`config.mk`:
```
export PLATFORM = sky130hd
export DESIGN_NAME = esm_issue_scheduler_flat
export DESIGN_NICKNAME = d
export VERILOG_FILES = /design/src/rtl/esm_issue_scheduler_if.sv /design/src/rtl/esm_issue_scheduler.sv /design/src/flat_wrapper.sv
export SDC_FILE = /design/constraint.sdc
export NUM_CORES = 1
export LEC_CHECK = 0
export CAP_MARGIN = 40
export CORE_MARGIN = 2
export CORE_UTILIZATION = 64
export CTS_CLUSTER_DIAMETER = 200
export DETAILED_ROUTE_END_ITERATION = 10
export GPL_TIMING_DRIVEN = 0
export PLACE_DENSITY = 0.82
export RECOVER_POWER = 50
export REMOVE_ABC_BUFFERS = 1
export SLEW_MARGIN = 15
export SYNTH_ARGS = -nofsm -noshare
export SYNTH_HDL_FRONTEND = slang
export SYNTH_SLANG_ARGS = --single-unit
```
`constraint.sdc`:
```
create_clock -name clk -period 13.05 [get_ports clk]
set_input_delay 1.9575 -clock clk [delete_from_list [all_inputs] [get_ports clk]]
set_output_delay 1.9575 -clock clk [all_outputs]
set_load 0.005 [all_outputs]
```
`src/rtl/esm_issue_scheduler_if.sv`:
```
// Bus bundle between the ESM issue scheduler and its decode, dependency-table and execution neighbours.
// The slave modport is the scheduler's view; master is the surrounding pipeline.
interface esm_issue_scheduler_if #(
  parameter int Instruction_word_size = 32,
  parameter int bs = 16
);
  localparam int IW = $clog2(bs);

  logic                             alloc_valid;
  logic [Instruction_word_size-1:0] alloc_instr;
  logic                             alloc_ready;
  logic [IW-1:0]                    buffer_index;
  logic [0:bs-1]                    valid_entries;
  logic [0:bs-1]                    independent_instr;
  logic                             issue_valid;
  logic                             issue_ready;
  logic [IW-1:0]                    issue_index;
  logic [Instruction_word_size-1:0] issue_instr;
  logic                             cmpl_valid;
  logic [IW-1:0]                    cmpl_index;
  logic                             cmpl_err;

  modport slave (
    input  alloc_valid, alloc_instr, independent_instr, issue_ready, cmpl_valid, cmpl_index,
    output alloc_ready, buffer_index, valid_entries, issue_valid, issue_index, issue_instr, cmpl_err
  );

  modport master (
    output alloc_valid, alloc_instr, independent_instr, issue_ready, cmpl_valid, cmpl_index,
    input  alloc_ready, buffer_index, valid_entries, issue_valid, issue_index, issue_instr, cmpl_err
  );
endinterface

```
`src/rtl/esm_issue_scheduler.sv`:
```
// ESM issue scheduler: slot allocation, lowest-index issue selection, completion-driven slot release.
// Defining ESM_ISSUE_STATS_EN adds the stat_issued / stat_stall counters.
module esm_issue_scheduler #(
  parameter int Instruction_word_size = 32,
  parameter int bs = 16
) (
  input  logic                        clk,
  input  logic                        rst,
  esm_issue_scheduler_if.slave        bus
`ifdef ESM_ISSUE_STATS_EN
  ,
  output logic [31:0]                 stat_issued,
  output logic [31:0]                 stat_stall
`endif
);
  localparam int IW = $clog2(bs);

  typedef enum logic [1:0] {SLOT_FREE, SLOT_WAIT, SLOT_ISSUED} slot_state_e;

  slot_state_e                      slot_q [bs];
  slot_state_e                      slot_d [bs];
  logic [Instruction_word_size-1:0] payload_q [bs];

  logic                             issue_valid_q, issue_valid_d;
  logic [IW-1:0]                    issue_index_q, issue_index_d;
  logic [Instruction_word_size-1:0] issue_instr_q, issue_instr_d;
  logic                             cmpl_err_q, cmpl_err_d;

  logic [bs-1:0] free_mask, cand_mask;
  logic          any_free, any_cand;
  logic [IW-1:0] free_index, cand_index;
  logic          alloc_fire, issue_load, cmpl_ok;

  // Both encoders look only at registered slot state, so a slot allocated or freed
  // this cycle cannot be selected or reallocated until the following cycle.
  always_comb begin
    free_mask  = '0;
    cand_mask  = '0;
    free_index = '0;
    cand_index = '0;
    for (int i = 0; i < bs; i++) begin
      free_mask[i] = (slot_q[i] == SLOT_FREE);
      cand_mask[i] = (slot_q[i] == SLOT_WAIT) && bus.independent_instr[i];
    end
    for (int i = bs - 1; i >= 0; i--) begin
      if (free_mask[i]) free_index = IW'(i);
      if (cand_mask[i]) cand_index = IW'(i);
    end
    any_free = |free_mask;
    any_cand = |cand_mask;
  end

  always_comb begin
    alloc_fire = bus.alloc_valid & any_free;
    issue_load = ~issue_valid_q | bus.issue_ready;
    // A slot still sitting un-accepted in the issue register cannot legally complete.
    cmpl_ok    = (slot_q[bus.cmpl_index] == SLOT_ISSUED) &&
                 !(issue_valid_q && !bus.issue_ready && (issue_index_q == bus.cmpl_index));

    for (int i = 0; i < bs; i++) begin
      slot_d[i] = slot_q[i];
      if (alloc_fire && (free_index == IW'(i)))
        slot_d[i] = SLOT_WAIT;
      if (issue_load && any_cand && (cand_index == IW'(i)))
        slot_d[i] = SLOT_ISSUED;
      if (bus.cmpl_valid && cmpl_ok && (bus.cmpl_index == IW'(i)))
        slot_d[i] = SLOT_FREE;
    end

    issue_valid_d = issue_valid_q;
    issue_index_d = issue_index_q;
    issue_instr_d = issue_instr_q;
    if (issue_load) begin
      issue_valid_d = any_cand;
      if (any_cand) begin
        issue_index_d = cand_index;
        issue_instr_d = payload_q[cand_index];
      end
    end

    cmpl_err_d = bus.cmpl_valid & ~cmpl_ok;
  end

  always_ff @(posedge clk) begin
    if (rst) begin
      for (int i = 0; i < bs; i++) slot_q[i] <= SLOT_FREE;
      issue_valid_q <= 1'b0;
      issue_index_q <= '0;
      issue_instr_q <= '0;
      cmpl_err_q    <= 1'b0;
    end else begin
      for (int i = 0; i < bs; i++) slot_q[i] <= slot_d[i];
      issue_valid_q <= issue_valid_d;
      issue_index_q <= issue_index_d;
      issue_instr_q <= issue_instr_d;
      cmpl_err_q    <= cmpl_err_d;
    end
  end

  // Payloads are pure datapath; slot state alone decides whether they are meaningful.
  always_ff @(posedge clk) begin
    if (alloc_fire) payload_q[free_index] <= bus.alloc_instr;
  end

  always_comb begin
    bus.valid_entries = '0;
    for (int i = 0; i < bs; i++) bus.valid_entries[i] = (slot_q[i] != SLOT_FREE);
    bus.alloc_ready  = any_free;
    bus.buffer_index = free_index;
    bus.issue_valid  = issue_valid_q;
    bus.issue_index  = issue_index_q;
    bus.issue_instr  = issue_instr_q;
    bus.cmpl_err     = cmpl_err_q;
  end

`ifdef ESM_ISSUE_STATS_EN
  always_ff @(posedge clk) begin
    if (rst) begin
      stat_issued <= '0;
      stat_stall  <= '0;
    end else begin
      if (issue_valid_q & bus.issue_ready)  stat_issued <= stat_issued + 32'd1;
      if (issue_valid_q & ~bus.issue_ready) stat_stall  <= stat_stall + 32'd1;
    end
  end
`endif

endmodule
```
`src/flat_wrapper.sv`:
```
// flat-port wrapper written by rule: the top's interface ports become plain ports
module esm_issue_scheduler_flat 
#(
  parameter int Instruction_word_size = 32,
  parameter int bs = 16
)
  (clk, rst, bus_alloc_valid, bus_alloc_instr, bus_independent_instr, bus_issue_ready, bus_cmpl_valid, bus_cmpl_index, bus_alloc_ready, bus_buffer_index, bus_valid_entries, bus_issue_valid, bus_issue_index, bus_issue_instr, bus_cmpl_err);
  esm_issue_scheduler_if #(.Instruction_word_size(Instruction_word_size), .bs(bs)) bus_i ();
  input  logic clk;
  input  logic rst;
  input wire logic [$bits(bus_i.alloc_valid)-1:0] bus_alloc_valid;
  input wire logic [$bits(bus_i.alloc_instr)-1:0] bus_alloc_instr;
  input wire logic [$bits(bus_i.independent_instr)-1:0] bus_independent_instr;
  input wire logic [$bits(bus_i.issue_ready)-1:0] bus_issue_ready;
  input wire logic [$bits(bus_i.cmpl_valid)-1:0] bus_cmpl_valid;
  input wire logic [$bits(bus_i.cmpl_index)-1:0] bus_cmpl_index;
  output wire logic [$bits(bus_i.alloc_ready)-1:0] bus_alloc_ready;
  output wire logic [$bits(bus_i.buffer_index)-1:0] bus_buffer_index;
  output wire logic [$bits(bus_i.valid_entries)-1:0] bus_valid_entries;
  output wire logic [$bits(bus_i.issue_valid)-1:0] bus_issue_valid;
  output wire logic [$bits(bus_i.issue_index)-1:0] bus_issue_index;
  output wire logic [$bits(bus_i.issue_instr)-1:0] bus_issue_instr;
  output wire logic [$bits(bus_i.cmpl_err)-1:0] bus_cmpl_err;
  assign bus_i.alloc_valid = bus_alloc_valid;
  assign bus_i.alloc_instr = bus_alloc_instr;
  assign bus_i.independent_instr = bus_independent_instr;
  assign bus_i.issue_ready = bus_issue_ready;
  assign bus_i.cmpl_valid = bus_cmpl_valid;
  assign bus_i.cmpl_index = bus_cmpl_index;
  assign bus_alloc_ready = bus_i.alloc_ready;
  assign bus_buffer_index = bus_i.buffer_index;
  assign bus_valid_entries = bus_i.valid_entries;
  assign bus_issue_valid = bus_i.issue_valid;
  assign bus_issue_index = bus_i.issue_index;
  assign bus_issue_instr = bus_i.issue_instr;
  assign bus_cmpl_err = bus_i.cmpl_err;
  esm_issue_scheduler #(.Instruction_word_size(Instruction_word_size), .bs(bs)) u_core (.clk(clk), .rst(rst), .bus(bus_i));
endmodule
```
==> results.json <==
{
  "die-area_um2": 37380,
  "worst_pin_slew_ns": 2.110,
  "place.port_buffers": 115,
  "setup_viol": 0,
  "syn_area_per_cell_um2": 13.90,
  "placementRows": 69,
  "cts-root-to-sink-buffers": 3,
  "clk_root_buffer_cell": "clkbuf_16",
  "final_core_util_pct": 77.22,
  "met2RoutedLength_um": 29930,
  "detailed_place.area_um2": 25460,
  "asyncSetResetFlopFracSynth_pct": 0,
  "detailroute.via_count": 15840,
  "finalNetCount": 1861,
  "unique_masters_post_synth": 70,
  "worst_ep_arrival_time_ns": 3.46,
  "floorplan.initialDensity_pct": 64.81,
  "fin_crit_sh_pct": 41.50,
  "yosysSeqAreaShare_pct": 73.12,
  "layout.cell_area.non_filler_um2": 27330,
  "chipWidth_um": 193.3,
  "totalWireLength_um": 62950,
  "hold_slack_ns": 0.4917,
  "finalCriticalPeriod_ns": 5.415,
  "timing.hold.worst.class": "reg -> reg",
  "met1Wirelength_um": 22300,
  "critPathLaunchType": "register",
  "numClockSinks": 582,
  "power.leakage_nw": 9.225,
  "synth-seq-cells": 582,
  "slowest_stage": "clkdlybuf4s50_1",
  "cts_resized": 0,
  "diodes_inserted": 0,
  "final_antenna_net_count": 0,
  "overflow": 0,
  "capturing_element_type_of_the_critical_path": "output port",
  "path_class": "reg -> out",
  "postCtsHoldBufs": 0,
  "remaining_drc_errors": 0,
  "clkSlewWorstSetupHoldPaths_ns": 0.06,
  "grtUsageTotal_pct": 33.38,
  "place_congestion": 0.9252,
  "synthesis.instances": 1651,
  "first_global_vias": 15760,
  "worst_skew_pair.late_latency_ns": 0.60,
  "ir_drop_mv": 0.1183,
  "rsz_0062_raised_after_global_routing": "false",
  "finalNonFillerCells": 2311,
  "number_of_enable_type_register_cells_in_the_synthesized_netlist": 512,
  "skew_ns": 0.01666,
  "worst_slack_ns": 7.635,
  "worst_path_dominant_cell_family": "compound AO/OA/AOI/OAI gates",
  "tns_ns": 0,
  "required_time_worst_endpoint_ns": 11.09,
  "total_power_mw": 4.072,
  "synthTopCellsByArea": "edfxtp_1 (67%), dfxtp_1 (6.1%), nand2_1 (4.8%)",
  "maxSlewHeadroom_pct": -40.67,
  "crit_path_cell_trace": "nor2_1, o21ai_1, a21bo_1, a2111oi_2, nor4_2, clkbuf_4, o21ai_2, inv_1, clkdlybuf4s50_1",
  "critical_path.max_stage_delay_ns": 0.51,
  "largest_net_degree_at_the_start_of_global_routing": 53,
  "dieHeight_um": 193.3,
  "routed_wire_length_per_instance_um": 27.24,
  "grt_first_pass_wirelength_um": 94340,
  "core-area_um2": 35400,
  "dp_cells": 2207,
  "detailroute.wirelength.met3_um": 8108,
  "top_layer": "met5",
  "fraction_of_layout_instances_using_a_drive_strength_above_1_pct": 12.97,
  "hold_violations": 0,
  "power_per_cell_area_nw_per_um2": 149.0,
  "dpl.hpwl_um": 38410,
  "finalMaxSlewViolations": 48,
  "status": "complete, but fails checks",
  "violations": "max-capacitance violations, max-slew violations",
  "post_cts.repair.setup_buffers": 0,
  "antenna_violations_before_repair": 1,
  "crit_path_max_fanout": 5,
  "syn_to_final_growth_pct": 19.14,
  "post-place-ws_ns": 7.783,
  "h-tree-depth": 2,
  "max_freq_ghz": 0.1847,
  "post-synth-top-area-fraction_pct": 67.02,
  "post_synth_design_cell_area_um2": 22940,
  "crit_buf_inv": 3,
  "dr.pass1.iters": 6,
  "drt_iter0_markers": 2451,
  "cts_tree": "yes",
  "via_per_inst": 6.854,
  "cts_made_buffers": 54,
  "yosysTopAreaCell": "edfxtp_1",
  "postSynth.topFlopCell": "edfxtp_1",
  "io_pins": 116,
  "yosysWarningCount": 0,
  "drv.max_cap_violation_count": 2
}
[worst reg2reg max path: stages (launching register included)]
cell and delay, ns:
dfxtp_1 0.34, nor2_1 0.27, o21ai_1 0.09, a21bo_1 0.20
a2111oi_2 0.47, nor4_2 0.12, clkbuf_4 0.20, o21ai_2 0.37
inv_1 0.29, nor2_4 0.68, buf_12 0.28
[flip-flops by register name, indices dropped and copies added, names as in the netlist]
name	cells
u_core.payload_q	512
u_core.bus.issue_instr	32
u_core.slot_q	32
u_core.bus.issue_index	4
u_core.bus.cmpl_err	1
u_core.bus.issue_valid	1
[per-layer routing]
metal  GRT usage [%]  vias to the layer above
met5               0                        -
met3           7.270                      212
met2           52.96                     1346
met1           45.12                     7634
met4           14.62                        2
li1                -                     6645
[path summary, 6_finish.rpt]
path / from / to / slack, ns / cells after the start
setup / recovery: u_core.slot_q[14][1] / bus_buffer_index[0] / 7.63 / 9
hold / removal: u_core.bus.issue_index[1] / u_core.bus.issue_index[1] / 0.49 / 2
setup reg to reg: u_core.slot_q[14][1] / u_core.payload_q[12][20] / 9.42 / 10
hold reg to reg: u_core.bus.issue_index[1] / u_core.bus.issue_index[1] / 0.49 / 2
[cell usage in the layout (no fill, tap or decap), types with 15 or more instances in the layout]
cell type / count
nor4_1: 34
nor3_1: 17
o211ai_1: 21
dfxtp_1: 70
clkdlybuf4s50_1: 81
a22oi_1: 48
o21bai_1: 16
edfxtp_1: 512
dlygate4sd3_1: 33
buf_4: 28
a21oi_1: 143
clkbuf_16: 57
clkbuf_1: 17
a221oi_2: 20
buf_6: 15
a221o_1: 27
inv_1: 36
a311oi_1: 20
nor2_1: 68
a31oi_1: 31
nand2_1: 292
buf_16: 17
a211oi_1: 16
[cells by family (layout without fill, tap and decap cells)]
family                    after synthesis  after routing  synth area share, %
AOI/OAI and AO/OA                     425            425                13.72
xor gates and xnor gates                3              3               0.1145
DFF                                   582            582                73.12
muxes                                   3              3               0.2400
buffers and inverters                 128            327                2.547
and+or+nand+nor                       510            510                10.25
[layout make-up]
class	count	area [um2]
well taps	461	576.8
clock inverters	17	229.0
flip-flops and latches	582	16780
inverters	36	135.1
repair buffers	189	2218
clock buffers	85	1662
fillers	1839	8063
multi-input cells	941	5737
[report_power, final]
group          total, mW  internal (mW)  leakage, nW  switching, mW
Clock               1.66          0.975        0.929          0.680
Combinational      0.319          0.128         3.10          0.192
Sequential          2.10           2.07         5.19         0.0241
[cells in the mapped netlist, types with 20 or more instances]
library cell,n
nor3_1,23
a221oi_2,20
a22oi_1,48
dfxtp_1,70
buf_2,43
clkbuf_1,35
o211ai_1,21
edfxtp_1,512
inv_1,36
nor4_1,34
nor2_1,75
a31oi_1,32
a21oi_1,143
a221o_1,27
nand2_1,295
a311oi_1,20
(Power assumes the default switching activity.)
